File: src/rtl/alu_ctrl_seq.sv
// ALU control sequencer: accepts one 16-bit instruction, decodes it into registered ALU
// controls for a single EXEC cycle, updates the PSR, and supports WAIT/HALT.
// Optional build macro ALU_CTRL_SEQ_ILLEGAL_TRAP_EN: illegal encodings trap into HALT.
module alu_ctrl_seq (
   input  logic        clk_i,
   input  logic        reset_i,
   input  logic [15:0] instr_i,
   input  logic        instr_valid_i,
   output logic        instr_ready_o,
   output logic [4:0]  alu_op_o,
   output logic [4:0]  shamt_o,
   output logic [15:0] imm_ext_o,
   output logic        use_imm_o,
   output logic [3:0]  rdest_addr_o,
   output logic [3:0]  rsrc_addr_o,
   output logic        flags_en_o,
   output logic [4:0]  flags_sel_o,
   input  logic [4:0]  alu_flags_i,
   input  logic        alu_y_valid_i,
   output logic        rf_we_o,
   output logic [4:0]  psr_o,
   output logic        psr_c_in_o,
   input  logic        resume_i,
   output logic        halted_o,
   output logic        illegal_o,
   output logic [1:0]  state_o
);

   // Handshake: an instruction transfers on a rising edge where instr_valid_i and
   // instr_ready_o are both 1; instr_ready_o depends only on the state, never on instr_valid_i.

   typedef enum logic [1:0] {
      S_IDLE = 2'd0,
      S_EXEC = 2'd1,
      S_HALT = 2'd2
   } state_t;

   typedef struct packed {
      logic [4:0]  alu_op;
      logic [4:0]  shamt;
      logic [15:0] imm;
      logic        use_imm;
      logic [3:0]  rd;
      logic [3:0]  rs;
      logic        fen;
      logic [4:0]  fsel;
      logic        wr;
   } ctrl_t;

   localparam logic [4:0] OP_NOP   = 5'd29;
   localparam ctrl_t      CTRL_NOP = '{OP_NOP, 5'd0, 16'd0, 1'b0, 4'd0, 4'd0, 1'b0, 5'd0, 1'b0};

   state_t      state_q, state_d;
   ctrl_t       ctrl_q, dec;
   logic [4:0]  psr_q;
   logic        illegal_q;
   logic        dec_wait, dec_illegal, trap_illegal, accept;
   logic [3:0]  op, ext;
   logic [7:0]  imm8;
   logic [15:0] imm_sx, imm_zx;

   assign op     = instr_i[15:12];
   assign ext    = instr_i[7:4];
   assign imm8   = instr_i[7:0];
   assign imm_sx = {{8{imm8[7]}}, imm8};
   assign imm_zx = {8'd0, imm8};
   assign accept = (state_q == S_IDLE) && instr_valid_i;

   // Instruction decode
   always_comb begin
      dec         = CTRL_NOP;
      dec_wait    = 1'b0;
      dec_illegal = 1'b0;
      if (instr_i == 16'h0000) begin
         dec_wait = 1'b1;
      end else begin
         dec.rd = instr_i[11:8];
         dec.rs = instr_i[3:0];
         dec.wr = 1'b1;
         case (op)
            4'b0000: begin
               case (ext)
                  4'b0101: dec.alu_op = 5'd0;
                  4'b0110: dec.alu_op = 5'd2;
                  4'b0111: dec.alu_op = 5'd4;
                  4'b1001: dec.alu_op = 5'd8;
                  4'b1011: dec.alu_op = 5'd10;
                  4'b0001: dec.alu_op = 5'd14;
                  4'b0010: dec.alu_op = 5'd16;
                  4'b0011: dec.alu_op = 5'd18;
                  4'b1101: dec.alu_op = 5'd27;
                  default: dec_illegal = 1'b1;
               endcase
            end
            4'b0101: begin dec.alu_op = 5'd1;  dec.use_imm = 1'b1; dec.imm = imm_sx; end
            4'b0110: begin dec.alu_op = 5'd3;  dec.use_imm = 1'b1; dec.imm = imm_zx; end
            4'b0111: begin dec.alu_op = 5'd5;  dec.use_imm = 1'b1; dec.imm = imm_sx; end
            4'b1001: begin dec.alu_op = 5'd9;  dec.use_imm = 1'b1; dec.imm = imm_sx; end
            4'b1011: begin dec.alu_op = 5'd11; dec.use_imm = 1'b1; dec.imm = imm_sx; end
            4'b0001: begin dec.alu_op = 5'd15; dec.use_imm = 1'b1; dec.imm = imm_zx; end
            4'b0010: begin dec.alu_op = 5'd17; dec.use_imm = 1'b1; dec.imm = imm_zx; end
            4'b0011: begin dec.alu_op = 5'd19; dec.use_imm = 1'b1; dec.imm = imm_zx; end
            4'b1101: begin dec.alu_op = 5'd27; dec.use_imm = 1'b1; dec.imm = imm_zx; end
            4'b1111: begin dec.alu_op = 5'd28; dec.use_imm = 1'b1; dec.imm = imm_zx; end
            4'b1000: begin
               if (ext[3:1] == 3'b000) begin
                  dec.alu_op = 5'd22;
                  dec.shamt  = {instr_i[4], instr_i[3:0]};
               end else begin
                  dec_illegal = 1'b1;
               end
            end
            default: dec_illegal = 1'b1;
         endcase

         case (dec.alu_op)
            5'd0, 5'd1, 5'd4, 5'd5, 5'd8, 5'd9: begin
               dec.fen  = 1'b1;
               dec.fsel = 5'b11000;
            end
            5'd10, 5'd11: begin
               dec.fen  = 1'b1;
               dec.fsel = 5'b00111;
            end
            default: begin
               dec.fen  = 1'b0;
               dec.fsel = 5'b00000;
            end
         endcase

         // Illegal encodings that are not trapped run through EXEC as a non-writing NOP.
         if (dec_illegal) begin
            dec = CTRL_NOP;
         end
      end
   end

`ifdef ALU_CTRL_SEQ_ILLEGAL_TRAP_EN
   assign trap_illegal = dec_illegal;
`else
   assign trap_illegal = 1'b0;
`endif

   // FSM: state register
   always_ff @(posedge clk_i or posedge reset_i) begin
      if (reset_i) begin
         state_q <= S_IDLE;
      end else begin
         state_q <= state_d;
      end
   end

   // FSM: next state
   always_comb begin
      state_d = state_q;
      case (state_q)
         S_IDLE: begin
            if (accept) begin
               if (dec_wait || trap_illegal) begin
                  state_d = S_HALT;
               end else begin
                  state_d = S_EXEC;
               end
            end
         end
         S_EXEC:  state_d = S_IDLE;
         S_HALT:  if (resume_i) state_d = S_IDLE;
         default: state_d = S_IDLE;
      endcase
   end

   // FSM: outputs
   always_comb begin
      instr_ready_o = 1'b0;
      halted_o      = 1'b0;
      rf_we_o       = 1'b0;
      case (state_q)
         S_IDLE:  instr_ready_o = 1'b1;
         S_EXEC:  rf_we_o       = ctrl_q.wr & alu_y_valid_i;
         S_HALT:  halted_o      = 1'b1;
         default: instr_ready_o = 1'b0;
      endcase
   end

   // Decoded controls are live only for the EXEC cycle and fall back to NOP afterwards.
   always_ff @(posedge clk_i or posedge reset_i) begin
      if (reset_i) begin
         ctrl_q <= CTRL_NOP;
      end else if (state_q == S_EXEC) begin
         ctrl_q <= CTRL_NOP;
      end else if (accept && (state_d == S_EXEC)) begin
         ctrl_q <= dec;
      end
   end

   always_ff @(posedge clk_i or posedge reset_i) begin
      if (reset_i) begin
         psr_q <= 5'd0;
      end else if ((state_q == S_EXEC) && ctrl_q.fen) begin
         psr_q <= (psr_q & ~ctrl_q.fsel) | (alu_flags_i & ctrl_q.fsel);
      end
   end

   always_ff @(posedge clk_i or posedge reset_i) begin
      if (reset_i) begin
         illegal_q <= 1'b0;
      end else if (accept && trap_illegal) begin
         illegal_q <= 1'b1;
      end
   end

   assign alu_op_o     = ctrl_q.alu_op;
   assign shamt_o      = ctrl_q.shamt;
   assign imm_ext_o    = ctrl_q.imm;
   assign use_imm_o    = ctrl_q.use_imm;
   assign rdest_addr_o = ctrl_q.rd;
   assign rsrc_addr_o  = ctrl_q.rs;
   assign flags_en_o   = ctrl_q.fen;
   assign flags_sel_o  = ctrl_q.fsel;
   assign psr_o        = psr_q;
   assign psr_c_in_o   = psr_q[4];
   assign illegal_o    = illegal_q;
   assign state_o      = state_q;

endmodule

File: config.mk
export PLATFORM = sky130hd
export DESIGN_NAME = alu_ctrl_seq
export DESIGN_NICKNAME = d
export VERILOG_FILES = /design/src/rtl/alu_ctrl_seq.sv
export SDC_FILE = /design/constraint.sdc
export NUM_CORES = 1
export LEC_CHECK = 0
export CAP_MARGIN = 5
export CORE_ASPECT_RATIO = 1.25
export CORE_MARGIN = 5
export CORE_UTILIZATION = 45
export CTS_CLUSTER_SIZE = 10
export DETAILED_ROUTE_END_ITERATION = 8
export GPL_TIMING_DRIVEN = 0
export PLACE_DENSITY = 0.8
export SLEW_MARGIN = 40
export SYNTH_ARGS = -nofsm -noshare
export SYNTH_HDL_FRONTEND = slang
export SYNTH_SLANG_ARGS = --single-unit
File: constraint.sdc
create_clock -name clk_i -period 2.3 [get_ports clk_i]
set_input_delay 0.46 -clock clk_i [delete_from_list [all_inputs] [get_ports clk_i]]
set_output_delay 0.46 -clock clk_i [all_outputs]
set_load 0.005 [all_outputs]
# After elaboration in Yosys (flattened, before gate mapping)
# Memory sizes are Yosys's and may differ from the RTL's.
# Index checks and enable logic that the tools add are counted.
# W data, S select, Z words.
dict set report totals {
  mem_count 1
  output_inout_bits 53
  wordCells 75
  in_bits 26
  reg_bits 49
  romBits 96
}
# memory words width read_ports rd_clocked_by_memory_dff wr line
set mem_list {}
lappend mem_list {{(name not given)} 16 6 1 0 0 116} ;# case (dec.alu_op)
dict set report classes {
  bitwise_logic 5
  muxes 23
  n_reduce_logical 12
  eq_ne 23
}
# operator count
set op_table {}
lappend op_table {{$mux W42} 4}
lappend op_table {{$pmux W5 S12} 1}
lappend op_table {{$pmux W5 S9} 1}
lappend op_table {{$pmux W17 S2} 1}
lappend op_table {{$eq A4 B4 Y1 const B} 8}
lappend op_table {{$eq A4 B3 Y1 const B} 6}
lappend op_table {{$eq A4 B2 Y1 const B} 4}
lappend op_table {{$logic_not A16 Y1} 1}
lappend op_table {{$and A5 B5 Y5} 2}
lappend op_table {{$mux W5} 2}
lappend op_table {{$reduce_or A10 Y1} 1}
lappend op_table {{$mux W9} 1}
lappend op_table {{$reduce_or A9 Y1} 1}
lappend op_table {{$eq A4 B1 Y1 const B} 2}
lappend op_table {{$mux W1} 7}
lappend op_table {{$mux W2} 3}
lappend op_table {{$mux W6} 1}
lappend op_table {{$reduce_or A6 Y1} 1}
lappend op_table {{$not A5 Y5} 1}
lappend op_table {{$or A5 B5 Y5} 1}
lappend op_table {{$eq A2 B1 Y1 const B} 2}
lappend op_table {{$logic_not A4 Y1} 1}
lappend op_table {{$pmux W2 S2} 1}
lappend op_table {{$reduce_or A4 Y1} 1}
lappend op_table {{other kinds (7)} 9}

# Depth between registers and ports, before layout
# An unclocked memory read counts as a cell.
dict set report depth {
  word_depth 10
  depth_mapped 8
  ltp_nobuf 6
}

# Worst setup path after synthesis
# OpenSTA, ideal clock, no wires.
dict set report synth_path {
  path_type {in2reg}
  from {in instr_i[12]}
  to {reg ctrl_q (netlist bit imm_ext_o[0])}
  required_ns 2.231
  setup_slack_ns -0.159
  arrival_time_ns 2.391
  setup_ns 0.069
  path_stages 8
  cell_sequence {buf_6 or4_1 or4_4 o311ai_4 a21o_1 buf_4 buf_6 a22o_1}
}
dict set report synth_between {
  elab_chain_cells 8
}
# item line
set synth_lines {}
lappend synth_lines {{from (decl)} 7} ;# input logic [15:0] instr_i,
lappend synth_lines {{$eq A4 B4 Y1 (tied with other cells)} 80} ;# case (op)
lappend synth_lines {{$reduce_or A10 Y1 (no source line) or $mux W1 (tied branches)} n/a}
lappend synth_lines {{$pmux W1 S3 or $mux W2 (tied branches)} {80, 159}}
lappend synth_lines {{$mux W1 or $mux W2 (tied branches)} {74, 158}}
lappend synth_lines {{$mux W42 or $pmux W2 S2 (tied branches)} {132, 156}}
lappend synth_lines {{$mux W42 or $eq A2 B1 Y1 (tied branches)} {74, 191}}
lappend synth_lines {{$mux W42 or $logic_and A1 B1 Y1 (tied branches)} 191} ;# end else if (accept && (state_d == S_EXEC)) begin
lappend synth_lines {{$mux W42 or $reduce_bool A2 Y1 (tied branches)} n/a}
lappend synth_lines {{to (signal assigned)} 188} ;# ctrl_q <= CTRL_NOP;
lappend synth_lines {{to (signal assigned)} 190} ;# ctrl_q <= CTRL_NOP;
lappend synth_lines {{to (signal assigned)} 192} ;# ctrl_q <= dec;
lappend synth_lines {{to (decl)} 54} ;# ctrl_t ctrl_q, dec;
# Several ways; a longest one is shown, not always the timed one. The select of a mux whose other input is x is not followed.
# A chain may end at the register's enable or synchronous reset.

# Worst setup path in the final report
dict set report layout_path {
  from {in instr_i[13]}
  to {reg ctrl_q (netlist bit rsrc_addr_o[1])}
}
# The elaborated chain is that of the path after synthesis.

==> summary.txt <==
Outcome
  • Outcome: finished, violations left
  • Violated checks: negative setup slack

Global route
  • Initial antenna violation count: 0
  • Gr ovfl total: 0
  • Global Route Usage Sum: 17.92%
  • Global-route wire length before repair: 9.094 mm
  • Vias in the first global route: 1859
  • Pin count of the biggest net entering global routing: 27

Clock tree
  • Worst skew pair latency: 290 ps
  • CTS tree: yes
  • TritonCTS Buffers: 5
  • Hold buffers post-CTS: 0
  • CTS Sinks: 39
  • Root buffer cell: clkbuf_8
  • Clock transition at the registers of the reported paths: 80 ps
  • Clk buf depth: 2
  • H-Tree Depth: 2

Yosys
  • XOR/XNOR Fraction of Synth Area: 0.3902%
  • Cell count after synthesis: 220
  • Post-Syn Area: 2245 um^2
  • Ys Warns: 0
  • Adder-cell share of the synthesized area: 0%
  • Top post-synthesis cells by area: dfrtp_1 39%, buf_4 14%, a22o_1 8.6%
  • Synthesized Nets: 246
  • #FFs+latches synth: 39
  • Sequential element share of the synthesized area: 43.70%
  • Cell taking the most area after synthesis: dfrtp_1
  • Syn Area/Cell: 10.20 um^2
  • Mux cell area share after synthesis: 2.954%
  • Simple-Gate Fraction of Synth Area: 13.43%
  • EDFF count, synth: 0
  • Share of flip-flops with an asynchronous set or reset: 100.0%
  • Top-area cell type share of the netlist area: 39.02%
  • Main synth FF type: dfrtp_1
  • Netlist cell types: 43
  • Largest family of logic cells by synthesized area: compound AO/OA/AOI/OAI gates
  • Compound-Gate Fraction of Synth Area: 20.90%

Drt
  • Post-route ant nets: 0
  • Final wirelength: 5.794 mm
  • WL/cell: 15.66 um
  • Drt first pass iters: 4
  • Initial drt markers: 139
  • Via Count: 1974
  • DR vias/cell: 5.335
  • Drc violations: 0

Placement
  • I/O Buffers: 76
  • Placed instance area: 3132 um^2
  • DP Wirelength: 4.289 mm
  • Final Wtd Congestion: 0.8842

Critical path
  • CP max FO: 6
  • Cell Chain, Critical Path: buf_8 > or4_4 > or4_4 > o311ai_4 > buf_6 > nor2_4 > buf_6 > a22o_1
  • CP delay by family, top: simple AND/OR/NAND/NOR gates
  • Crit Path Class: in -> reg
  • Critical path endpoint category: register
  • Data required, critical path: 2480 ps
  • Slowest cell delay on critical path: 530 ps
  • Worst Path Buf+Inv: 3
  • Critical Path Slowest Stage Cell: or4_4
  • Critical Path AT: 2500 ps
  • CP Launch Type: input port

Cells and area
  • Fin area: 3376 um^2
  • Util after Layout: 70.33%
  • Fillers: 367
  • Antenna diodes: 0
  • Syn-to-layout area delta: 50.39%
  • Ratio of cells with drive above 1 in the final layout: 26.77%
  • Fin nets: 335

Power and ir drop
  • Leakage: 1.526 nW
  • Pwr/cell area: 567.8 nW/um^2
  • Peak supply drop: 333.1 uV

Floorplanning
  • Num rows: 28
  • CORE AREA: 4800 um^2
  • Initial Util: 46.77%
  • Die area: 6510 um^2
  • Die outline width: 73.17 um
  • Die H: 88.97 um
  • Num ports: 79

Timing
  • Fin. Hold Viols: 0
  • Slew @ Worst Pin: 590.0 ps
  • Final setup vio count: 10
  • Final clock skew: 6.380 ps
  • Setup ws final: -17.08 ps
  • RSZ-0062 raised after global routing: yes
  • Tcrit/Tclk final: 100.7%
  • Fin crit period: 2317 ps
  • Max Slew Vio Count: 0
  • Relative slew slack: 60.66%
  • F_max: 431.6 MHz

Min path
  • Tightest Hold Check Type: in -> async

Run
  • Max-cap viol count: 0
==> metal layers <==
layer	vias to the layer above	routed length [um]	GRT usage (%)
met5	-	0	0
met4	0	57	6.208
met3	6	386	3.712
met2	63	2983	30.27
met1	970	2367	22.68
li1	935	-	-
==> worst reg2reg max path, cell delays in order, from the launching register on <==
cell      delay, ps
dfrtp_1         480
nor2_1          300
o311ai_4        160
buf_6           170
a21oi_1         490
o32a_1          260
==> cells in the mapped netlist, types with 3 or more instances <==
cell and n:
a21o_1 5, a21oi_1 9, a22o_1 22, buf_4 42, buf_6 3, clkbuf_1 8
dfrtp_1 35, dfstp_2 4, inv_1 8, mux2_2 5, nand2_1 9, nand2b_1 3
nand3_1 4, nor2_1 7, nor2b_1 3, nor3_1 6, nor3b_1 4, nor4_1 3
o21a_1 3, o21ai_0 7
==> cell usage in the layout, fill, tap and decap left out, drive strengths merged, types with 2 or more instances in the layout <==
master          n
nor4bb          2
a21o            5
and3b           2
o2bb2ai         2
or4             2
nand2           9
inv             8
a31oi           2
buf            54
and4b           2
o21a            3
nor3            6
clkbuf         14
nand3           4
dfstp           4
nor2            7
a22o           22
a2bb2oi         2
dfrtp          35
o21ai           7
clkdlybuf4s50  73
nor4            3
o2111ai         2
a21oi           9
nand2b          3
bufinv          2
mux2            5
nor2b           3
nor3b           4
==> worst paths after layout <==
kind	end	cells after the start	slack (ps)	startpoint
max in group asynchronous	alu_op_o[0]	3	1350	reset_i
max reg2reg	alu_op_o[0]	5	390	state_o[1]
max	rsrc_addr_o[1]	8	-20	instr_i[13]
min	asynchronous set/reset pin	2	440	reset_i
min reg2reg	ctrl_q[0]	1	490	ctrl_q[0]
min in group clk_i	ctrl_q[0]	1	490	ctrl_q[0]
==> logic make-up after synthesis <==
kind of cell	count (synthesis)
AND/OR/NAND/NOR	51
XOR/XNOR	1
other	1
AO/OA/AOI/OAI	60
multiplexers	6
buffers and inverters	62
flip-flops	39
==> area by class of cell <==
class	instances	area (um^2)	share of cell area [%]
inverters	8	32.53	0.9637
multi-input cells	119	894.6	26.50
plain buffers	54	407.9	12.08
clock buffers	6	72.57	2.150
clock inverters	2	60.06	1.779
repair buffers	82	852.1	25.24
flip-flops and latches	39	980.9	29.06
well taps	60	75.07	2.224
==> report_power, final <==
group          switching (mW)  leakage, nW  internal, mW  total [mW]
logic                   0.185        0.957         0.294       0.479
registers              0.0315        0.504         0.739       0.770
clock network           0.234       0.0654         0.434       0.668
total                   0.451         1.53          1.47        1.92
==> through the flow <==
| stage | hold WS (ps) | worst slack [ps] | setup TNS, ps | cells | power [mW] |
|---|---|---|---|---|---|
| after floorplan | 453.6 | -142.8 | -3323 | 220 | 1.009 |
| after global placement | 465.3 | -834.1 | -26280 | 356 | 1.215 |
| after detailed placement | 472.3 | -885.3 | -27060 | 357 | 1.232 |
| after CTS | 449.4 | -0.0008882 | 0 | 368 | 1.912 |
| after global routing | 457.5 | -44.77 | -688.8 | 370 | 2.008 |
| final | 444.5 | -17.08 | -57.64 | 370 | 1.917 |
==> timing repair <==
item,CTS,global route
gates cloned,1,0
setup buffers,2,2
gates resized for setup,25,11
hold endpoints to repair,0,0
pin swaps,4,6
endpoints found under the setup margin,33,27
Note: power is estimated with default switching activity, not from simulation.
